## src/rtl/wb_arbiter.sv

```systemverilog
// Write-back arbiter: merges MEM/WB results and buffered divider results onto the
// single register-file write port, raising a one-cycle stall when the divider starves.
module wb_arbiter #(
  parameter int unsigned DEPTH        = 4,
  parameter int unsigned STARVE_LIMIT = 8
) (
  input  logic                    clk,
  input  logic                    rst,
  input  logic                    mem_we,
  input  logic [4:0]              mem_waddr,
  input  logic [31:0]             mem_wdata,
  input  logic [31:0]             mem_pc,
  input  logic                    div_valid,
  output logic                    div_ready,
  input  logic [4:0]              div_waddr,
  input  logic [31:0]             div_wdata,
  input  logic [31:0]             div_pc,
  output logic                    wb_we,
  output logic [4:0]              wb_waddr,
  output logic [31:0]             wb_wdata,
  output logic [31:0]             wb_pc,
  output logic                    stall_req,
  output logic [$clog2(DEPTH):0]  fifo_cnt
);

  localparam int unsigned AW = $clog2(DEPTH);
  localparam int unsigned SW = $clog2(STARVE_LIMIT);

  logic [4:0]    q_waddr [DEPTH];
  logic [31:0]   q_wdata [DEPTH];
  logic [31:0]   q_pc    [DEPTH];
  logic [AW-1:0] rd_ptr, wr_ptr;
  logic [SW-1:0] starve;

  logic          empty, div_ok, pop, push, sel_any;
  logic [4:0]    sel_waddr;
  logic [31:0]   sel_wdata, sel_pc;

  assign empty     = (fifo_cnt == '0);
  assign div_ready = rst && (fifo_cnt < ($clog2(DEPTH)+1)'(DEPTH));
  assign div_ok    = div_valid && div_ready && (div_waddr != '0);

  always_comb begin
    pop       = 1'b0;
    push      = div_ok;
    sel_any   = 1'b0;
    sel_waddr = '0;
    sel_wdata = '0;
    sel_pc    = '0;
    if (stall_req && !empty) begin
      // mem_* is ignored here; the stalled upstream presents it again next cycle
      pop       = 1'b1;
      sel_any   = 1'b1;
      sel_waddr = q_waddr[rd_ptr];
      sel_wdata = q_wdata[rd_ptr];
      sel_pc    = q_pc[rd_ptr];
    end else if (mem_we && mem_waddr != '0) begin
      sel_any   = 1'b1;
      sel_waddr = mem_waddr;
      sel_wdata = mem_wdata;
      sel_pc    = mem_pc;
    end else if (!empty) begin
      pop       = 1'b1;
      sel_any   = 1'b1;
      sel_waddr = q_waddr[rd_ptr];
      sel_wdata = q_wdata[rd_ptr];
      sel_pc    = q_pc[rd_ptr];
    end else if (div_ok) begin
      push      = 1'b0;
      sel_any   = 1'b1;
      sel_waddr = div_waddr;
      sel_wdata = div_wdata;
      sel_pc    = div_pc;
    end
  end

  always_ff @(posedge clk) begin
    if (push) begin
      q_waddr[wr_ptr] <= div_waddr;
      q_wdata[wr_ptr] <= div_wdata;
      q_pc[wr_ptr]    <= div_pc;
    end
  end

  always_ff @(posedge clk or negedge rst) begin
    if (!rst) begin
      rd_ptr    <= '0;
      wr_ptr    <= '0;
      fifo_cnt  <= '0;
      starve    <= '0;
      stall_req <= 1'b0;
      wb_we     <= 1'b0;
      wb_waddr  <= '0;
      wb_wdata  <= '0;
      wb_pc     <= '0;
    end else begin
      if (push) wr_ptr <= wr_ptr + 1'b1;
      if (pop)  rd_ptr <= rd_ptr + 1'b1;
      if (push && !pop)      fifo_cnt <= fifo_cnt + 1'b1;
      else if (pop && !push) fifo_cnt <= fifo_cnt - 1'b1;

      stall_req <= 1'b0;
      if (empty || pop) begin
        starve <= '0;
      end else if (starve == SW'(STARVE_LIMIT-1)) begin
        stall_req <= 1'b1;
        starve    <= '0;
      end else begin
        starve <= starve + 1'b1;
      end

      wb_we <= sel_any;
      if (sel_any) begin
        wb_waddr <= sel_waddr;
        wb_wdata <= sel_wdata;
        wb_pc    <= sel_pc;
      end
    end
  end

endmodule
```

## config.mk

```make
export PLATFORM = sky130hd
export DESIGN_NAME = wb_arbiter
export DESIGN_NICKNAME = d
export VERILOG_FILES = /design/src/rtl/wb_arbiter.sv
export SDC_FILE = /design/constraint.sdc
export NUM_CORES = 1
export LEC_CHECK = 0
export CAP_MARGIN = 40
export CORE_MARGIN = 2
export CORE_UTILIZATION = 63
export CTS_BUF_LIST = sky130_fd_sc_hd__clkbuf_4 sky130_fd_sc_hd__clkbuf_8 sky130_fd_sc_hd__clkbuf_16
export DETAILED_ROUTE_END_ITERATION = 7
export DONT_BUFFER_PORTS = 1
export PLACE_DENSITY = 0.87
export SLEW_MARGIN = 25
export SYNTH_ARGS = -nofsm -noshare
export SYNTH_HDL_FRONTEND = slang
export SYNTH_SLANG_ARGS = --single-unit
```

## constraint.sdc

```tcl
create_clock -name clk -period 3.71 [get_ports clk]
set_input_delay 0.5565 -clock clk [delete_from_list [all_inputs] [get_ports clk]]
set_output_delay 0.5565 -clock clk [all_outputs]
set_load 0.005 [all_outputs]
```

==> out/qor.csv, run 1 <==
stage;metric;value;unit
setup_path;CP Capture Type;flip-flop;
setup_path;Setup CP Type;reg -> reg;
die;core area;22570;sq um
logic_synthesis;number of synthesized flops with an enable pin;276;
logic_synthesis;Post-Syn Instances;871;
clock_network;root buf cell;clkbuf_16;
timing;skew final;0.01373;ns
setup_path;Crit Path Max Fanout;12;
timing;unrepaired setup endpoints after global routing;no;
clock_network;H-tree levels;2;
route;number of DRC markers in iteration 0;1011;
placed_design;DP Wirelength;20770;um
logic_synthesis;Unique masters post-synth;41;
job;max-cap viol count;0;
logic_synthesis;area leader, netlist;edfxtp_1;
die;Die Wd;155.6;um
logic_synthesis;Mapped Nets;1021;
clock_network;Skew-Pair Late Insertion Delay;0.51;ns
global_route;initial antenna violation count;0;
setup_path;crit path launch type;flip-flop;
route;DRC;0;
timing;final setup TNS;0;ns
global_route;total track usage;0.2879;
global_route;grt total ovfl;0;
route;via count;8680;
timing;Tmin final;2.873;ns
logic_synthesis;most frequent cell after synthesis;edfxtp_1;
logic_synthesis;Main synth FF type;edfxtp_1;
clock_network;Longest Clk Path Bufs;3;
timing;period utilization;0.7744;
finish;diodes inserted;0;
clock_network;Post CTS Setup Buffer Count;0;
timing;Hold Vio Cnt, Final;0;
logic_synthesis;Cell Area, Synth;14490;sq um
die;Ports;217;
setup_path;R2R setup slack;0.84;ns
status;outcome;completed;
logic_synthesis;Synth Warn #;0;
timing;fmax;0.3481;GHz
logic_synthesis;fraction of registers with async set/reset;0.2269;
die;starting density of the core;0.6417;
route;wire length per cell;29.64;um
clock_network;TritonCTS clock tree;yes;
timing;Slew Limit Headroom;0.4043;
logic_synthesis;Synth Register Bits;357;
setup_path;Critical Path RT;4.10;ns
global_route;largest net degree at the start of global routing;82;
pwr;Leakage;0.005485;uW
clock_network;clock-pin slew on the worst setup and hold paths;0.06;ns
placed_design;RD Place Congestion;0.8175;
pwr;PD cells;724.2;nW/um^2
pwr;peak supply drop;0.4501;mV
die;Die Y;155.6;um
clock_network;clock buffer count from CTS;35;
logic_synthesis;post-synthesis sequential area ratio;0.7121;
die;die area;24220;sq um
logic_synthesis;syn_area_per_cell;16.63;sq um
global_route;first-pass GRT wire length;52240;um
finish;Nets;1011;
worst_hold_path;Hold Crit Class;in -> reg;
route;Vias per Instance;7.406;
logic_synthesis;Synth top area share;0.5722;
die;Site Rows;55;
logic_synthesis;Synth area leaders;edfxtp_1 57%, dfrtp_1 14%, mux4_2 11%;
route;Antenna Nets Post-Route;0;
clock_network;# clock sinks;357;
setup_path;worst path arrival time;3.26;ns
timing;Worst Tran Pin Value;0.8936;ns
finish;layout cell share with drive strength beyond 1;0.1962;
timing;fin. max-slew vios;0;
global_route;vias in the first global route;8799;
route;Total Wirelength;34740;um
timing;final hold slack;0.1355;ns
timing;setup violators final;0;
logic_synthesis;Synth top cells by count;276 x edfxtp_1, 128 x nand3_1, 81 x dfrtp_1;
route;DR pass1 iterations;6;
placed_design;PortBufs;0;
finish;Layout area overhead;11.60;%
[timing repair]
action / 4_1_cts / 5_1_grt
hold buffers: 2 / 0
setup endpoints to repair: 0 / 0
endpoints found under the hold margin: 81 / 0
resized for setup: 0 / 0
[critical path, cell delays in order, from the launching register on]
cell and delay (ns):
dfrtp_1 0.48, nor4_1 0.62, a21o_1 0.44, nor2_1 0.21, ha_1 0.25, inv_1 0.08, fa_1 0.41, mux2_2 0.27
[power breakdown]
part | switching [uW] | leakage, uW | internal [uW]
Combinational | 1280 | 0.00142 | 1200
Clock | 1430 | 0.000605 | 2200
Sequential | 626 | 0.00346 | 4980
[metal layers]
metal	vias up	GRT usage	wire, um
li1	3521	-	-
met1	4471	0.3843	12350
met2	600	0.4621	17320
met3	88	0.07417	3809
met4	0	0.1158	1259
met5	-	0	0
[cell families after synthesis]
logic type	share of synthesized area
compound gates	0.07048
xor+xnor	0.003628
fa+ha+maj	0.007428
buf+inv	0.02738
flops	0.7121
mux	0.1088
simple gates	0.07014
[sequential cells by signal, indices dropped and copies added (netlist names)]
signal,count
stall_req,1
starve,3
wb_pc,32
rd_ptr,2
q_wdata,128
fifo_cnt,3
wb_waddr,5
wb_wdata,32
wb_we,1
wr_ptr,2
q_pc,128
q_waddr,20
[path summary, 6_finish.rpt]
path / from / to / depth (start not counted)
hold / removal: div_pc[31] / q_pc[3][31] / 0
min in group asynchronous: rst / wb_pc[11] / 2
setup reg to reg: fifo_cnt[2] / fifo_cnt[1] / 7
max in group asynchronous: rst / rd_ptr[0] / 2
setup / recovery: fifo_cnt[2] / fifo_cnt[1] / 7
hold reg to reg: starve[0] / starve[0] / 1
[through the flow]
stage	util	setup slack (ns)	power (uW)	cells	cell area, sq um
finish	0.7162	0.8369	11710	1172	16170
global route	0.7162	0.6946	12120	1172	16170
detailed placement	0.6609	0.8854	8091	1106	14920
global placement	0.6585	0.8913	7947	1104	14860
floorplan	-	0.2223	7326	871	14490
CTS	0.7155	0.8845	11740	1171	16150
[placed cells by master, fill, tap and decap left out, types with 3 or more instances in the layout]
cell type,count
clkbuf_16,37
o211a_1,10
mux4_2,69
a32oi_1,29
buf_4,13
and3_4,4
clkbuf_4,12
clkbuf_8,7
nand2_1,10
a21oi_4,3
a31oi_1,44
nor3_1,34
nor2_1,4
o2111ai_1,21
and2_1,3
o21ai_0,8
edfxtp_1,276
nor4_1,3
buf_12,8
xnor2_1,4
inv_1,27
ha_1,7
o211ai_1,10
nand3_1,128
clkinv_2,3
dfrtp_1,79
[cell type report]
class                   count  area [sq um]
fillers                  1297          6406
clock inverters             7         82.58
well taps                 285         356.6
multi-input cells         415          3852
inverters                  27         101.3
flip-flops and latches    357         10320
clock buffers              56          1112
repair buffers             25         337.8
No activity file was read; power rests on OpenSTA's default activity.
==> run 2, diff against run 1 <==
- CORE_UTILIZATION: 63 -> 57
- PLACE_DENSITY: 0.87 -> 0.83
- clock period: 3.71 -> 2.4 ns (I/O delays scaled with it)
==> out/qor.csv, run 2 (same netlist as run 1, synthesis figures left out) <==
stage;metric;value;unit;change
timing;final setup TNS;0;ns;unchanged
pwr;Gate power share;0.230;;was 0.212
global_route;grt total ovfl;0;;unchanged
timing;Tmin final;2.246;ns;was 2.873 ns
global_route;total track usage;0.2693;;was 0.2879
worst_hold_path;Hold Path Sink;wb_wdata[4];;was q_pc[3][31]
route;Vias per Instance;6.757;;was 7.406
setup_path;crit path launch type;flip-flop;;unchanged
pwr;total power;18420;uW;was 11710 uW
timing;period utilization;0.9358;;was 0.7744
timing;fin. max-slew vios;0;;unchanged
setup_path;family with the most delay on the worst path;adder cells;;was simple AND/OR/NAND/NOR gates
die;starting density of the core;0.5786;;was 0.6417
setup_path;Critical Path Slowest Stage Cell;dfrtp_2;;was nor4_1
die;Site Rows;58;;was 55
placed_design;DP Wirelength;20310;um;was 20770 um
clock_network;root buf cell;clkbuf_16;;unchanged
global_route;first-pass GRT wire length;53520;um;was 52240 um
finish;layout cell share with drive strength beyond 1;0.1998;;was 0.1962
die;Die Y;163.4;um;was 155.6 um
setup_path;Crit Path Max Fanout;8;;was 12
pwr;Sw Ratio;0.2865;;was 0.2844
pwr;peak supply drop;0.8477;mV;was 0.4501 mV
clock_network;H-tree levels;2;;unchanged
global_route;vias in the first global route;9219;;was 8799
worst_hold_path;Hold Crit Class;in -> reg;;unchanged
global_route;busiest grt layer;met2;;unchanged
finish;commonest non-fill, non-tap cell in the layout;edfxtp_1;;unchanged
global_route;largest net degree at the start of global routing;82;;unchanged
die;Die Wd;163.4;um;was 155.6 um
pwr;PD cells;1071;nW/um^2;was 724.2 nW/um^2
global_route;GR Util met2;0.4239;;was 0.4621
clock_network;TritonCTS clock tree;yes;;unchanged
setup_path;RR Endpoint;fifo_cnt[1];;unchanged
finish;fillers;1546;;was 1297
placed_design;PortBufs;0;;unchanged
worst_hold_path;Hold Startpoint;mem_wdata[4];;was div_pc[31]
route;number of DRC markers in iteration 0;1091;;was 1011
timing;Worst Tran Pin Value;0.5536;ns;was 0.8936 ns
route;wire length per cell;27.20;um;was 29.64 um
route;Total Wirelength;35820;um;was 34740 um
global_route;met1 Usage GRT;0.3662;;was 0.3843
route;via count;8899;;was 8680
job;max-cap viol count;0;;unchanged
pwr;Leakage;0.005907;uW;was 0.005485 uW
setup_path;CP max stage delay;0.48;ns;was 0.62 ns
route;DRC;0;;unchanged
clock_network;clock-pin slew on the worst setup and hold paths;0.06;ns;about the same
clock_network;Longest Clk Path Bufs;3;;unchanged
setup_path;worst path arrival time;2.64;ns;was 3.26 ns
global_route;M3 GR Usage;0.06450;;was 0.07417
setup_path;R2R setup slack;0.15;ns;was 0.84 ns
setup_path;CP Capture Type;flip-flop;;unchanged
setup_path;Critical Path RT;2.79;ns;was 4.10 ns
clock_network;# clock sinks;357;;unchanged
die;Ports;217;;unchanged
pwr;Sw Pwr;5277;uW;was 3330 uW
clock_network;Skew-Pair Late Insertion Delay;0.52;ns;was 0.51 ns
clock_network;Post CTS Setup Buffer Count;0;;unchanged
timing;unrepaired setup endpoints after global routing;no;;unchanged
timing;setup violators final;0;;unchanged
setup_path;CP bufs+invs;1;;unchanged
route;DR pass1 iterations;5;;was 6
timing;fmax;0.4452;GHz;was 0.3481 GHz
die;die area;26700;sq um;was 24220 sq um
setup_path;Setup CP Type;reg -> reg;;unchanged
setup_path;CP cell instances;nor4_1, a21o_1, nor2_2, ha_1, inv_1, fa_1, mux2_2;;was nor4_1, a21o_1, nor2_1, ha_1, inv_1, fa_1, mux2_2
route;Antenna Nets Post-Route;0;;unchanged
global_route;initial antenna violation count;2;;was 0
die;core area;25040;sq um;was 22570 sq um
worst_hold_path;Worst Hold Depth;2;;was 0
clock_network;clock buffer count from CTS;36;;was 35
pwr;Int Pwr;13140;uW;was 8377 uW
finish;Layout area overhead;18.73;%;was 11.60%
setup_path;Worst Reg2Reg Path Length in Cells;7;;unchanged
finish;most frequent cells in the layout;276 x edfxtp_1, 128 x nand3_1, 77 x dfrtp_1;;was 276 x edfxtp_1, 128 x nand3_1, 79 x dfrtp_1
finish;Nets;1108;;was 1011
timing;Slew Limit Headroom;0.6309;;was 0.4043
status;outcome;completed;;unchanged
pwr;Seq pwr share;0.467;;was 0.479
setup_path;FF-to-FF Start;fifo_cnt[2];;unchanged
finish;Top Registers;q_pc (128), q_wdata (128);;unchanged
timing;skew final;0.02120;ns;was 0.01373 ns
timing;Hold Vio Cnt, Final;0;;unchanged
pwr;clock share of power;0.303;;was 0.310
placed_design;RD Place Congestion;0.8191;;was 0.8175
-- run 2: changes by cell type in the layout (fill, tap and decap cells not counted), sizes merged --
cell	delta
buf	+21
bufinv	+1
clkbuf	-8
clkinv	+8
diode	+1
dlygate4sd3	+75
inv	+2
-- run 2: worst max path at each step --
stage	end	slack [ns]	cells after the start	startpoint
2_1_floorplan	q_pc[0][0]	-0.28	5	fifo_cnt[0]
3_3_place_gp	fifo_cnt[2]	0.16	8	fifo_cnt[2]
3_5_place_dp	fifo_cnt[2]	0.13	8	fifo_cnt[2]
4_1_cts	fifo_cnt[1]	0.11	7	fifo_cnt[2]
5_1_grt	wb_wdata[7]	0.02	6	fifo_cnt[2]
6_report	fifo_cnt[1]	0.15	7	fifo_cnt[2]
-- run 2: metal layers --
metal | part of all wire | wire length (um)
met1 | 0.38 | 13620
met2 | 0.49 | 17470
met3 | 0.095 | 3394
met4 | 0.037 | 1325
met5 | 0.00036 | 13
-- run 2: power by group through the flow --
stage                     Combinational, uW  Clock (uW)  Sequential, uW
after floorplan                        3080           0            8230
after global placement                 3880           0            8630
after CTS                              4230        5650            8570
after global routing                   4560        5890            8690
after detailed placement               4010           0            8690
final                                  4240        5590            8600
-- run 2: through the flow --
stage               utilization  std cells  setup WS (ns)  hold WS [ns]  cell area [sq um]
detailed placement       0.6071       1173         0.1250       0.06655              15200
CTS                      0.6861       1316         0.1104    0.00001565              17180
global placement         0.6071       1173         0.1627       0.06624              15200
global route             0.6869       1317        0.01993     0.0002744              17200
floorplan                     -        871        -0.2761       0.06441              14490
finish                   0.6869       1317         0.1540       0.01165              17200
-- run 2: cell type report --
| cell class | instances | area, sq um | share of cell area |
|---|---|---|---|
| timing repair buffer | 121 | 1306 | 0.07595 |
| sequential | 357 | 10320 | 0.6004 |
| tap | 330 | 412.9 | 0.02401 |
| antenna | 1 | 2.502 | 0.0001455 |
| multi-input combinational | 415 | 3860 | 0.2244 |
| clock inverter | 18 | 162.7 | 0.009458 |
| clock buffer | 48 | 1027 | 0.05973 |
| inverter | 27 | 101.3 | 0.005893 |
-- run 2: worst reg2reg max path: cells and delay by family (launching register included) --
| family | cells | cell delay [ns] |
|---|---|---|
| buf+inv | 1 | 0.07 |
| compound gates | 1 | 0.18 |
| flops | 1 | 0.48 |
| mux | 1 | 0.27 |
| simple gates | 2 | 0.52 |
| fa+ha+maj | 2 | 0.61 |
-- run 2: repair_timing --
item	in CTS	in global routing
hold buffers	77	0
gates resized for setup	0	6
setup endpoints to repair	0	12
endpoints found under the hold margin	363	0
==> run 3, diff against run 2 <==
- CTS_BUF_LIST: sky130_fd_sc_hd__clkbuf_4 sky130_fd_sc_hd__clkbuf_8 sky130_fd_sc_hd__clkbuf_16 -> default
- TNS_END_PERCENT: default -> 1
==> out/qor.csv, run 3 (same netlist as run 1, synthesis figures left out) <==
stage;metric;value;unit;change
route;DR pass1 iterations;5;;unchanged
route;number of DRC markers in iteration 0;1310;;was 1091
die;Die Y;163.4;um;unchanged
finish;final core utilization;0.6856;;was 0.6869
pwr;peak supply drop;0.8624;mV;was 0.8477 mV
timing;Slew Limit Headroom;0.6310;;was 0.6309
pwr;Gate power share;0.231;;was 0.230
job;max-cap viol count;0;;unchanged
setup_path;Crit Path Max Fanout;8;;unchanged
timing;Tmin final;2.259;ns;was 2.246 ns
setup_path;FF-to-FF Start;fifo_cnt[2];;unchanged
global_route;first-pass GRT wire length;53560;um;was 53520 um
clock_network;clock-pin slew on the worst setup and hold paths;0.06;ns;about the same
global_route;GR Util met2;0.4241;;was 0.4239
timing;setup slack after layout;0.1413;ns;was 0.1540 ns
placed_design;RD Place Congestion;0.8191;;unchanged
pwr;Sw Ratio;0.2876;;was 0.2865
setup_path;worst path arrival time;2.65;ns;was 2.64 ns
setup_path;Critical Path RT;2.79;ns;about the same
setup_path;family with the most delay on the worst path;adder cells;;unchanged
timing;setup violators final;0;;unchanged
timing;final hold slack;0.01394;ns;was 0.01165 ns
finish;most frequent cells in the layout;276 x edfxtp_1, 128 x nand3_1, 77 x dfrtp_1;;unchanged
clock_network;# clock sinks;357;;unchanged
setup_path;CP max stage delay;0.48;ns;about the same
route;Total Wirelength;35640;um;was 35820 um
finish;Nets;1108;;unchanged
global_route;M3 GR Usage;0.06221;;was 0.06450
pwr;PD cells;1067;nW/um^2;was 1071 nW/um^2
global_route;total track usage;0.2695;;was 0.2693
pwr;Leakage;0.005880;uW;was 0.005907 uW
worst_hold_path;Hold Startpoint;mem_wdata[4];;unchanged
clock_network;H-tree levels;2;;unchanged
setup_path;CP Capture Type;flip-flop;;unchanged
finish;fillers;1555;;was 1546
die;core area;25040;sq um;unchanged
setup_path;CP cell instances;nor4_1, a21o_1, nor2_2, ha_1, inv_1, fa_1, mux2_2;;unchanged
timing;fin. max-slew vios;0;;unchanged
global_route;grt total ovfl;0;;unchanged
clock_network;Longest Clk Path Bufs;3;;unchanged
global_route;vias in the first global route;9197;;was 9219
route;Antenna Nets Post-Route;0;;unchanged
setup_path;crit path launch type;flip-flop;;unchanged
timing;Worst Tran Pin Value;0.5535;ns;was 0.5536 ns
global_route;met1 Usage GRT;0.3691;;was 0.3662
finish;commonest non-fill, non-tap cell in the layout;edfxtp_1;;unchanged
timing;fmax;0.4427;GHz;was 0.4452 GHz
placed_design;dpl cells;1173;;unchanged
global_route;largest net degree at the start of global routing;82;;unchanged
die;Ports;217;;unchanged
die;die area;26700;sq um;unchanged
clock_network;TritonCTS clock tree;yes;;unchanged
die;Site Rows;58;;unchanged
finish;Layout area overhead;18.50;%;was 18.73%
setup_path;Setup CP Type;reg -> reg;;unchanged
route;Vias per Instance;6.799;;was 6.757
timing;skew final;0.02025;ns;was 0.02120 ns
pwr;Sw Pwr;5268;uW;was 5277 uW
placed_design;PortBufs;0;;unchanged
route;wire length per cell;27.06;um;was 27.20 um
clock_network;Skew-Pair Late Insertion Delay;0.52;ns;about the same
timing;unrepaired setup endpoints after global routing;no;;unchanged
clock_network;clock buffer count from CTS;36;;unchanged
pwr;Seq pwr share;0.469;;was 0.467
pwr;clock share of power;0.300;;was 0.303
die;Die Wd;163.4;um;unchanged
worst_hold_path;Hold Crit Class;in -> reg;;unchanged
finish;Top Registers;q_pc (128), q_wdata (128);;unchanged
finish;Final Non-Filler Cells;1317;;unchanged
global_route;initial antenna violation count;2;;unchanged
clock_network;root buf cell;clkbuf_16;;unchanged
timing;period utilization;0.9411;;was 0.9358
timing;Hold Vio Cnt, Final;0;;unchanged
finish;multi-input logic area;3857;sq um;was 3860 sq um
pwr;total power;18320;uW;was 18420 uW
setup_path;Critical Path Slowest Stage Cell;dfrtp_2;;unchanged
setup_path;CP bufs+invs;1;;unchanged
route;via count;8954;;was 8899
finish;register area;10320;sq um;unchanged
status;outcome;completed;;unchanged
route;DRC;0;;unchanged
setup_path;Worst Setup SP;fifo_cnt[2];;unchanged
finish;layout cell share with drive strength beyond 1;0.1907;;was 0.1998
global_route;busiest grt layer;met2;;unchanged
placed_design;DP Wirelength;20310;um;unchanged
placed_design;Post-Place Worst Slack;0.1250;ns;unchanged
pwr;Int Pwr;13050;uW;was 13140 uW
die;starting density of the core;0.5786;;unchanged
[run 3: changes by cell type in the layout (fill, tap and decap cells not counted)]
cell      before  now
clkbuf_1       0    8
nand2_1        9   10
clkbuf_4       8    0
nand2_2        2    1
[run 3: power by group through the flow]
| stage | registers (uW) | clock network, uW | logic [uW] |
|---|---|---|---|
| 3_3_place_gp | 8630 | 0 | 3880 |
| 4_1_cts | 8570 | 5560 | 4230 |
| 3_5_place_dp | 8690 | 0 | 4010 |
| 5_1_grt | 8690 | 5810 | 4560 |
| 6_report | 8590 | 5500 | 4230 |
| 2_1_floorplan | 8230 | 0 | 3080 |
[run 3: repair_timing]
action	in CTS	in global routing
endpoints found under the setup margin	0	19
setup buffers	0	0
hold buffers	77	0
gates resized for setup	0	5
endpoints found under the hold margin	363	0
[run 3: worst paths after layout]
check | end | slack [ns] | cells past startpoint
worst max-delay path | fifo_cnt[1] | 0.14 | 7
worst min-delay path | wb_wdata[4] | 0.01 | 2
worst max register to register | fifo_cnt[1] | 0.14 | 7
worst min register to register | starve[0] | 0.46 | 1
max in group asynchronous | rd_ptr[1] | 1.49 | 2
min in group asynchronous | wb_pc[14] | 0.41 | 2
[run 3: metrics by stage]
stage | TNS (ns) | instance area [sq um]
6_report | 0 | 17170
5_1_grt | 0 | 17170
4_1_cts | 0 | 17150
3_5_place_dp | 0 | 15200
3_3_place_gp | 0 | 15200
2_1_floorplan | -76.21 | 14490
[run 3: final cells by class]
| cell class | count | share of cell area |
|---|---|---|
| timing repair buffer | 121 | 0.07610 |
| antenna | 1 | 0.0001458 |
| tap | 330 | 0.02405 |
| sequential | 357 | 0.6015 |
| inverter | 27 | 0.005904 |
| clock inverter | 18 | 0.009476 |
| multi-input combinational | 415 | 0.2247 |
| clock buffer | 48 | 0.05809 |
[run 3: metal layers]
layer  up-vias  share of wire  routed length [um]
met4         0          0.032                1158
met3        96          0.098                3495
met5         -              0                   0
li1       3735              -                   -
met1      4588           0.37               13330
met2       535           0.50               17660
